### src/rtl/i2c_regs_pkg.sv
// ---------------------------------------------------------------
// i2c_regs_pkg : register map, IRQ bit indices and address decode
// Rev 2.0
// ---------------------------------------------------------------
`default_nettype none

package i2c_regs_pkg;

  localparam logic [7:0] ADDR_PRESC    = 8'h00;
  localparam logic [7:0] ADDR_CMD      = 8'h01;
  localparam logic [7:0] ADDR_TX       = 8'h02;
  localparam logic [7:0] ADDR_RX       = 8'h03;
  localparam logic [7:0] ADDR_ADDR     = 8'h04;
  localparam logic [7:0] ADDR_STATUS   = 8'h05;
  localparam logic [7:0] ADDR_IRQ_EN   = 8'h06;
  localparam logic [7:0] ADDR_IRQ_STAT = 8'h07;
  localparam logic [7:0] ADDR_LEVEL    = 8'h08;

  localparam int IRQ_TX_EMPTY = 0;
  localparam int IRQ_RX_AVAIL = 1;
  localparam int IRQ_STOP     = 2;
  localparam int IRQ_RX_OVF   = 3;
  localparam int IRQ_W        = 4;

  localparam int         CMD_EN_BIT = 6;
  localparam logic [7:0] CMD_RST    = 8'h04;

  typedef enum logic [3:0] {
    SEL_PRESC, SEL_CMD, SEL_TX, SEL_RX, SEL_ADDR,
    SEL_STATUS, SEL_IRQ_EN, SEL_IRQ_STAT, SEL_LEVEL, SEL_NONE
  } reg_sel_e;

  // Full-width compare so aliases above 0xFF decode as unmapped.
  function automatic reg_sel_e decode_addr(input logic [31:0] a);
    case (a)
      32'(ADDR_PRESC):    return SEL_PRESC;
      32'(ADDR_CMD):      return SEL_CMD;
      32'(ADDR_TX):       return SEL_TX;
      32'(ADDR_RX):       return SEL_RX;
      32'(ADDR_ADDR):     return SEL_ADDR;
      32'(ADDR_STATUS):   return SEL_STATUS;
      32'(ADDR_IRQ_EN):   return SEL_IRQ_EN;
      32'(ADDR_IRQ_STAT): return SEL_IRQ_STAT;
      32'(ADDR_LEVEL):    return SEL_LEVEL;
      default:            return SEL_NONE;
    endcase
  endfunction

  function automatic logic is_read_only(input reg_sel_e s);
    return (s == SEL_RX) || (s == SEL_STATUS) || (s == SEL_LEVEL);
  endfunction

endpackage

`default_nettype wire

### src/rtl/i2c_irq_ctrl.sv
// ---------------------------------------------------------------
// i2c_irq_ctrl : edge-detected IRQ sources, W1C status, registered irq
// Rev 2.0
// ---------------------------------------------------------------
`default_nettype none

module i2c_irq_ctrl
  import i2c_regs_pkg::*;
#(
  parameter int LVL_W = 5
) (
  input  logic             clk,
  input  logic             rst_n,
  input  logic [LVL_W-1:0] tx_level,
  input  logic             rx_empty,
  input  logic             stop,
  input  logic             rx_ovf,
  input  logic [IRQ_W-1:0] irq_en,
  input  logic [IRQ_W-1:0] w1c,
  output logic [IRQ_W-1:0] irq_stat,
  output logic             irq
);

  logic             tx_zero;
  logic             tx_zero_q;
  logic             rx_empty_q;
  logic [IRQ_W-1:0] set_evt;

  assign tx_zero = (tx_level == '0);

  always_comb begin
    set_evt               = '0;
    set_evt[IRQ_TX_EMPTY] = tx_zero & ~tx_zero_q;
    set_evt[IRQ_RX_AVAIL] = rx_empty_q & ~rx_empty;
    set_evt[IRQ_STOP]     = stop;
    set_evt[IRQ_RX_OVF]   = rx_ovf;
  end

  // History resets to "empty" so leaving reset never looks like an edge.
  always_ff @(posedge clk or negedge rst_n) begin
    if (!rst_n) begin
      tx_zero_q  <= 1'b1;
      rx_empty_q <= 1'b1;
      irq_stat   <= '0;
      irq        <= 1'b0;
    end else begin
      tx_zero_q  <= tx_zero;
      rx_empty_q <= rx_empty;
      irq_stat   <= (irq_stat & ~w1c) | set_evt;
      irq        <= |(irq_stat & irq_en);
    end
  end

endmodule

`default_nettype wire

### src/rtl/i2c_apb_regfile_v2.sv
// ---------------------------------------------------------------
// i2c_apb_regfile_v2 : APB3 register file for the I2C core and FIFOs
// Rev 2.0
// ---------------------------------------------------------------
`default_nettype none

module i2c_apb_regfile_v2
  import i2c_regs_pkg::*;
#(
  parameter int ADDR_W    = 8,
  parameter int DATA_W    = 8,
  parameter int PRESC_W   = 16,
  parameter int PRESC_RST = 4,
  parameter int FIFO_AW   = 4,
  parameter int WAIT_MAX  = 15
) (
  input  logic               pclk_i,
  input  logic               preset_n_i,
  input  logic               psel_i,
  input  logic               penable_i,
  input  logic               pwrite_i,
  input  logic [ADDR_W-1:0]  paddr_i,
  input  logic [31:0]        pwdata_i,
  output logic [31:0]        prdata_o,
  output logic               pready_o,
  output logic               pslverr_o,
  input  logic               stop_cnt_i,
  input  logic [7:0]         status_i,
  input  logic [DATA_W-1:0]  rx_data_i,
  input  logic               rx_empty_i,
  input  logic               tx_full_i,
  input  logic [FIFO_AW:0]   tx_level_i,
  input  logic [FIFO_AW:0]   rx_level_i,
  input  logic               rx_ovf_i,
  output logic [PRESC_W-1:0] prescaler_o,
  output logic [7:0]         cmd_o,
  output logic [7:0]         address_rw_o,
  output logic [DATA_W-1:0]  tx_data_o,
  output logic               tx_push_o,
  output logic               rx_pop_o,
  output logic               irq_o
);

  localparam int WCW = (WAIT_MAX < 1) ? 1 : $clog2(WAIT_MAX + 1);

  reg_sel_e         sel;
  logic             access;
  logic             dec_err;
  logic             blocked;
  logic             timeout;
  logic             done_ok;
  logic             wr_en;
  logic [WCW-1:0]   wait_cnt;
  logic [7:0]       cmd_next;
  logic [IRQ_W-1:0] irq_en;
  logic [IRQ_W-1:0] irq_stat;
  logic [IRQ_W-1:0] w1c;
  logic [31:0]      rd_mux;
  logic             unused_bits;

  assign sel = decode_addr(32'(paddr_i));

  // Gating with reset releases a stalled access as soon as reset asserts.
  assign access  = psel_i & penable_i & preset_n_i;
  assign dec_err = (sel == SEL_NONE) | (pwrite_i & is_read_only(sel));
  assign blocked = ~dec_err &
                   (( pwrite_i & (sel == SEL_TX) & tx_full_i) |
                    (~pwrite_i & (sel == SEL_RX) & rx_empty_i));
  assign timeout = blocked & (wait_cnt == WCW'(WAIT_MAX));

  assign pready_o  = ~(access & blocked & ~timeout);
  assign pslverr_o = access & (dec_err | timeout);
  assign done_ok   = access & pready_o & ~pslverr_o;
  assign wr_en     = done_ok & pwrite_i;
  assign tx_push_o = wr_en & (sel == SEL_TX);
  assign rx_pop_o  = done_ok & ~pwrite_i & (sel == SEL_RX);

  always_ff @(posedge pclk_i or negedge preset_n_i) begin
    if (!preset_n_i) begin
      wait_cnt <= '0;
    end else if (!psel_i || (access && pready_o)) begin
      wait_cnt <= '0;
    end else if (access && blocked) begin
      wait_cnt <= wait_cnt + WCW'(1);
    end
  end

  // A stop pulse only overrides the EN bit; the rest of a CMD write lands.
  always_comb begin
    cmd_next = cmd_o;
    if (wr_en && sel == SEL_CMD) cmd_next = pwdata_i[7:0];
    if (stop_cnt_i) cmd_next[CMD_EN_BIT] = 1'b0;
  end

  always_ff @(posedge pclk_i or negedge preset_n_i) begin
    if (!preset_n_i) begin
      prescaler_o  <= PRESC_W'(PRESC_RST);
      cmd_o        <= CMD_RST;
      address_rw_o <= '0;
      tx_data_o    <= '0;
      irq_en       <= '0;
    end else begin
      cmd_o <= cmd_next;
      if (wr_en) begin
        case (sel)
          SEL_PRESC:  prescaler_o  <= pwdata_i[PRESC_W-1:0];
          SEL_TX:     tx_data_o    <= pwdata_i[DATA_W-1:0];
          SEL_ADDR:   address_rw_o <= pwdata_i[7:0];
          SEL_IRQ_EN: irq_en       <= pwdata_i[IRQ_W-1:0];
          default:    ;
        endcase
      end
    end
  end

  assign w1c = (wr_en && sel == SEL_IRQ_STAT) ? pwdata_i[IRQ_W-1:0] : '0;

  i2c_irq_ctrl #(
    .LVL_W (FIFO_AW + 1)
  ) u_irq (
    .clk      (pclk_i),
    .rst_n    (preset_n_i),
    .tx_level (tx_level_i),
    .rx_empty (rx_empty_i),
    .stop     (stop_cnt_i),
    .rx_ovf   (rx_ovf_i),
    .irq_en   (irq_en),
    .w1c      (w1c),
    .irq_stat (irq_stat),
    .irq      (irq_o)
  );

  always_comb begin
    rd_mux = '0;
    case (sel)
      SEL_PRESC:    rd_mux = 32'(prescaler_o);
      SEL_CMD:      rd_mux = 32'(cmd_o);
      SEL_TX:       rd_mux = 32'(tx_data_o);
      SEL_RX:       rd_mux = 32'(rx_data_i);
      SEL_ADDR:     rd_mux = 32'(address_rw_o);
      SEL_STATUS:   rd_mux = 32'(status_i);
      SEL_IRQ_EN:   rd_mux = 32'(irq_en);
      SEL_IRQ_STAT: rd_mux = 32'(irq_stat);
      SEL_LEVEL:    rd_mux = (32'(rx_level_i) << 16) | 32'(tx_level_i);
      default:      rd_mux = '0;
    endcase
  end

  assign prdata_o = (access && !pwrite_i && !pslverr_o) ? rd_mux : 32'h0;

  assign unused_bits = ^pwdata_i;

endmodule

`default_nettype wire

### config.mk
export PLATFORM = sky130hd
export DESIGN_NAME = i2c_apb_regfile_v2
export DESIGN_NICKNAME = d
export VERILOG_FILES = /design/src/rtl/i2c_regs_pkg.sv /design/src/rtl/i2c_irq_ctrl.sv /design/src/rtl/i2c_apb_regfile_v2.sv
export SDC_FILE = /design/constraint.sdc
export NUM_CORES = 1
export LEC_CHECK = 0
export CORE_ASPECT_RATIO = 0.5
export CORE_MARGIN = 8
export CORE_UTILIZATION = 30
export DETAILED_ROUTE_END_ITERATION = 10
export PLACE_DENSITY = 0.63
export SYNTH_ARGS = -nofsm -noshare
export SYNTH_HDL_FRONTEND = slang
export SYNTH_SLANG_ARGS = --single-unit
### constraint.sdc
create_clock -name pclk_i -period 2.8 [get_ports pclk_i]
set_clock_uncertainty 0.2 [all_clocks]
set_input_delay 0.56 -clock pclk_i [delete_from_list [all_inputs] [get_ports pclk_i]]
set_output_delay 0.56 -clock pclk_i [all_outputs]
set_load 0.1 [all_outputs]
* After elaboration in Yosys (flattened, before gate mapping)
Memory sizes are Yosys's and may differ from the RTL's. Cells that the tools add are included. Widths: inputs -> output; s select.
Cells by class: add/sub/neg operators 1, equality and inequality tests 10, mux-type cells 8, bitwise logic cells 35, reductions and logical operators 22
Operators with widths (number):
- $pmux 21 s9 | 1
- $mux 32 | 1
- $or 21x5->21 | 1
- $and 1x1->1 | 20
- $eq 4x3->1 const B | 4
- $mux 4 | 4
- $eq 4x4->1 const B | 3
- $and 4x4->4 | 2
- $eq 4x2->1 const B | 2
- $logic_not 4->1 | 2
- $reduce_and 2->1 | 4
- $mux 7 | 1
- $not 1->1 | 7
- $logic_and 1x1->1 | 6
- $logic_not 5->1 | 1
- $add 4x1->4 const B | 1
- $eq 4x1->1 const B | 1
- $not 4->4 | 1
- $or 4x4->4 | 1
- $reduce_bool 2->1 | 2
- $reduce_or 4->1 | 1
- $logic_not 1->1 | 3
- $logic_or 1x1->1 | 3
- $or 1x1->1 | 3
- $mux 1 | 1
Storage, ports and cells: register bits after elaboration 55, ROM bits 64, input port bits 75, output and inout port bits 77, word-level logic and storage cells 88, memories kept 1
Memories:
- (no name shown) | depth 16, bits a word 4, rd ports 1, clocked after memory_dff 0, write ports 0, line i2c_regs_pkg.sv:35 | case (a)

* Logic depth before layout (Yosys ltp)
depth in word-level cells 21, gate-level depth with buffers 7, depth with buffers taken out 5

* Hierarchy
From an unflattened synthesis, not the netlist that was laid out.
Second synthesis, totals: cells, all modules 292, area total of the unflattened synthesis 3246.9 µm²
Modules (own cells, without submodules):
- i2c_apb_regfile_v2 | instances 1, cells an instance 271, area an instance 2979.1 µm², sequential area each 1203.7 µm²
- i2c_irq_ctrl | instances 1, cells an instance 21, area an instance 267.8 µm², sequential area each 177.7 µm²

* Least setup slack after synthesis
OpenSTA, ideal clock, no wires.
kind in2out, start point in paddr_i[5], end point out prdata_o[0], arrival time 5058 ps, data required time 2040 ps, path slack -3018 ps, cell stages on the path 5, path buffers 1, path through or4_1 > buf_2 > a2111o_1 > or2_2 > nor4b_1
Between the ends: word-level cells in the longest chain between the ends 15, elaborated cells between the ends (all ways) 30, those cells by class 9 x eq/ne; 3 x mux; 12 x bitwise; 6 x reduce/logical
RTL lines:
- start: declaration | line i2c_apb_regfile_v2.sv:22 | input logic [ADDR_W-1:0] paddr_i,
- $logic_not 4->1 (*) | line i2c_regs_pkg.sv:35
- $mux 4 (*) | line i2c_regs_pkg.sv:35
- $eq 4x2->1 / $eq 4x3->1 (equally long branches) | line i2c_regs_pkg.sv:50, i2c_apb_regfile_v2.sv:68, i2c_apb_regfile_v2.sv:135
- $logic_or 1x1->1 (2 in a row) | line i2c_regs_pkg.sv:50 | return (s == SEL_RX) || (s == SEL_STATUS) || (s == SEL_LEVEL);
- $and 1x1->1 | line i2c_apb_regfile_v2.sv:65 | assign dec_err = (sel == SEL_NONE) | (pwrite_i & is_read_only(sel));
- $or 1x1->1 | line i2c_apb_regfile_v2.sv:65
- $not 1->1 | line i2c_apb_regfile_v2.sv:66 | assign blocked = ~dec_err &
- $and 1x1->1 | line i2c_apb_regfile_v2.sv:66
- $and 1x1->1 | line i2c_apb_regfile_v2.sv:69 | assign timeout = blocked & (wait_cnt == WCW'(WAIT_MAX));
- $or 1x1->1 | line i2c_apb_regfile_v2.sv:72 | assign pslverr_o = access & (dec_err | timeout);
- $and 1x1->1 | line i2c_apb_regfile_v2.sv:72
- $logic_not 1->1 | line i2c_apb_regfile_v2.sv:149 | assign prdata_o = (access && !pwrite_i && !pslverr_o) ? rd_mux : 32'h0;
- $logic_and 1x1->1 | line i2c_apb_regfile_v2.sv:149
- $mux 32 (*) | line i2c_apb_regfile_v2.sv:149
- end: declaration | line i2c_apb_regfile_v2.sv:24 | output logic [31:0] prdata_o,
Every way passes the cells marked *; elsewhere a longest branch is shown, timed or not.

* Worst setup path in the final report
start point in paddr_i[6], end point out prdata_o[1]
The elaborated chain is that of the path after synthesis.

==> out/summary.txt <==
Status - finished, violations left
Failing checks - setup timing
Avg Cell Area, Syn - 11.2 sq um
RSZ-0062 raised after global routing - true
Startpoint Class - input port
Synth top area cells - dfrtp_1 (40%), mux2_2 (12%), mux2_4 (7.4%), dfstp_2 (3.3%), buf_4 (2.8%)
Final setup viols - 32
Synth Warn # - 0
Final worst slack - -0.357 ns
FMAX - 317 MHz
Die Area - 14500 sq um
Max_cap viols - 0
CP required - 2.04 ns
Area of the mapped netlist - 3230 sq um
Initial antenna violation count - 0
Fin. Hold Viols - 0
Vias per cell - 4.88
Initial core utilization - 0.312
Synth cell count leaders - dfrtp_1 (51), mux2_2 (34), mux2_4 (16)
Post-route antenna net violation count - 0
Fin util - 0.539
CORE AREA - 10300 sq um
Via count - 2943
Minimum clock period - 3.16 ns
Port bufs - 124
Most frequent cell after synthesis - dfrtp_1
Clock buffer depth - 2
Vias in the first global route - 3128
Worst Hold Class - input port to register
Cells after Synth - 288
Num rows - 26
Hold WS - 0.311 ns
DPL Wire Length - 8960 um
Tot GR Track Use - 0.159
N_diodes - 0
Root Driver - clkbuf_16
Final period utilization - 1.13
Slowest cell on the critical path - or4_4
Cell count after placement - 574
Worst-Margin Slew - 0.734 ns
Worst skew pair latency - 0.29 ns
Wire per inst - 19.5 um
Seq/Total Area, Yosys - 0.428
CP Capture Type - primary output
Top cell by count, worst path - buf_12
Die width - 163 um
GP Congestion - 0.838
Leak - 2.53 nW
Number of synthesized flops with an enable pin - 0
CTS tree - yes
Final Net Count - 538
Max incr delay on CP - 0.53 ns
CTS clk-pin slew, worst paths - 0.07 ns
Critical path class - input port to primary output
Global-route wire length before repair - 17900 um
Share of the synthesized area in the top cell type - 0.395
Non-Filler Instances - 603
Initial DRC Count - 187
Die H - 89.4 um
Total grt overflow - 0
Ys async rst share - 1.00
Yosys reg bits - 55
Synth area leader - dfrtp_1
Post-synth cell types - 55
Ports - 152
CTS sink count - 55
Peak supply drop - 227 uV
CP delay by family, top - simple AND/OR/NAND/NOR gates
Max-slew violations - 0
Dpl ws - -0.664 ns
H-tree level count - 2
CP max FO - 3
Largest net degree at the start of global routing - 57
Main synth FF type - dfrtp_1
Syn-to-layout area delta - 72.7%
Total wire length - 11800 um
Share of layout cells above drive strength 1 - 0.540
Worst rel slew slack - 0.511
Count of buffer and inverter cells on the critical path - 3
Arr. time, crit path - 2.40 ns
Total CTS buffers - 5
Critical path, cell by cell - buf_6, or4_4, a2111o_1, or2_4, buf_12, a31oi_4, buf_12
Cell Pwr Density - 327 nW/um^2
Pre-Repair DR Iteration Count - 4
Design Area, Final - 5580 sq um
DRC violations left - 0
Cell Area, Placed - 5150 sq um
-- stage by stage --
stage	TNS, ns	total power, mW
CTS	-6.97	1.84
floorplan	-10.71	1.02
detailed placement	-33.35	1.17
finish	-6.38	1.83
global placement	-32.32	1.17
global route	-8.06	1.90
-- placed cells by master, fill, tap and decap left out, drive strengths merged, types with 4 or more instances in the layout --
master | netlist | routed
conb | 1 | 11
dfrtp | 51 | 51
mux2 | 50 | 50
nor2 | 8 | 8
nor3 | 6 | 6
a31oi | 4 | 4
nand3b | 8 | 8
buf | 17 | 136
nor2b | 4 | 4
nand4 | 5 | 5
and3 | 8 | 8
inv | 5 | 6
dlygate4sd2 | 0 | 4
nand3 | 12 | 12
dfstp | 4 | 4
mux4 | 4 | 4
nor4 | 4 | 4
nand2 | 12 | 12
and2 | 8 | 8
a21boi | 4 | 4
clkbuf | 13 | 8
a21o | 5 | 5
mux2i | 7 | 7
a21oi | 5 | 5
clkdlybuf4s50 | 0 | 44
o21ai | 4 | 4
-- metal layers --
layer  routed length [um]  up-vias  track usage
met3                  542       12       0.0326
met4                  126        0       0.0331
met5                    0        -            0
met2                 5870       72        0.273
li1                     -     1394            -
met1                 5220     1465        0.205
-- path summary, 6_finish.rpt --
kind	end	depth (start not counted)	from	slack [ns]
min reg2reg	u_irq.irq_stat[3]	1	u_irq.irq_stat[3]	0.31
max	prdata_o[1]	7	paddr_i[6]	-0.36
max reg2reg	wait_cnt[1]	6	wait_cnt[1]	1.19
min in group asynchronous	prescaler_o[11]	3	preset_n_i	0.37
min	u_irq.rx_empty_q	2	rx_empty_i	0.31
max in group asynchronous	wait_cnt[0]	3	preset_n_i	1.54
-- sequential cells by signal, indices dropped and copies added (netlist names), 4 cells and up --
| register | cells |
|---|---|
| address_rw_o | 8 |
| cmd_o | 8 |
| irq_en | 4 |
| prescaler_o | 16 |
| tx_data_o | 8 |
| u_irq.irq_stat | 4 |
| wait_cnt | 4 |
-- cells by family after synthesis --
logic type / Yosys count / synth area share
and+or+nand+nor: 92 / 0.170
muxes: 61 / 0.242
DFF: 55 / 0.428
AOI/OAI and AO/OA: 43 / 0.0964
buffers and inverters: 35 / 0.0581
adders and majority gates: 1 / 0.00387
other: 1 / 0.00116
-- what timing repair did --
action / 4_1_cts / 5_1_grt
resized for setup: 62 / 14
hold buffers: 0 / 0
pin swaps: 14 / 14
endpoints found under the hold margin: 0 / 0
setup endpoints to repair: 61 / 59
buffers inserted: 18 / 6
-- power breakdown --
group	leakage, nW	internal (mW)	switching [mW]
Sequential	0.734	0.803	0.00646
Combinational	1.72	0.150	0.221
Clock	0.0717	0.337	0.307
Total	2.53	1.29	0.535
-- area by class of cell --
cell class	instances	area [sq um]
multi-input combinational	208	1950
fill	892	4770
tap	140	175
timing repair buffer	187	1910
clock inverter	3	23.8
clock buffer	5	125
sequential	55	1380
inverter	5	18.8
Power figures use the tool's default switching activity.
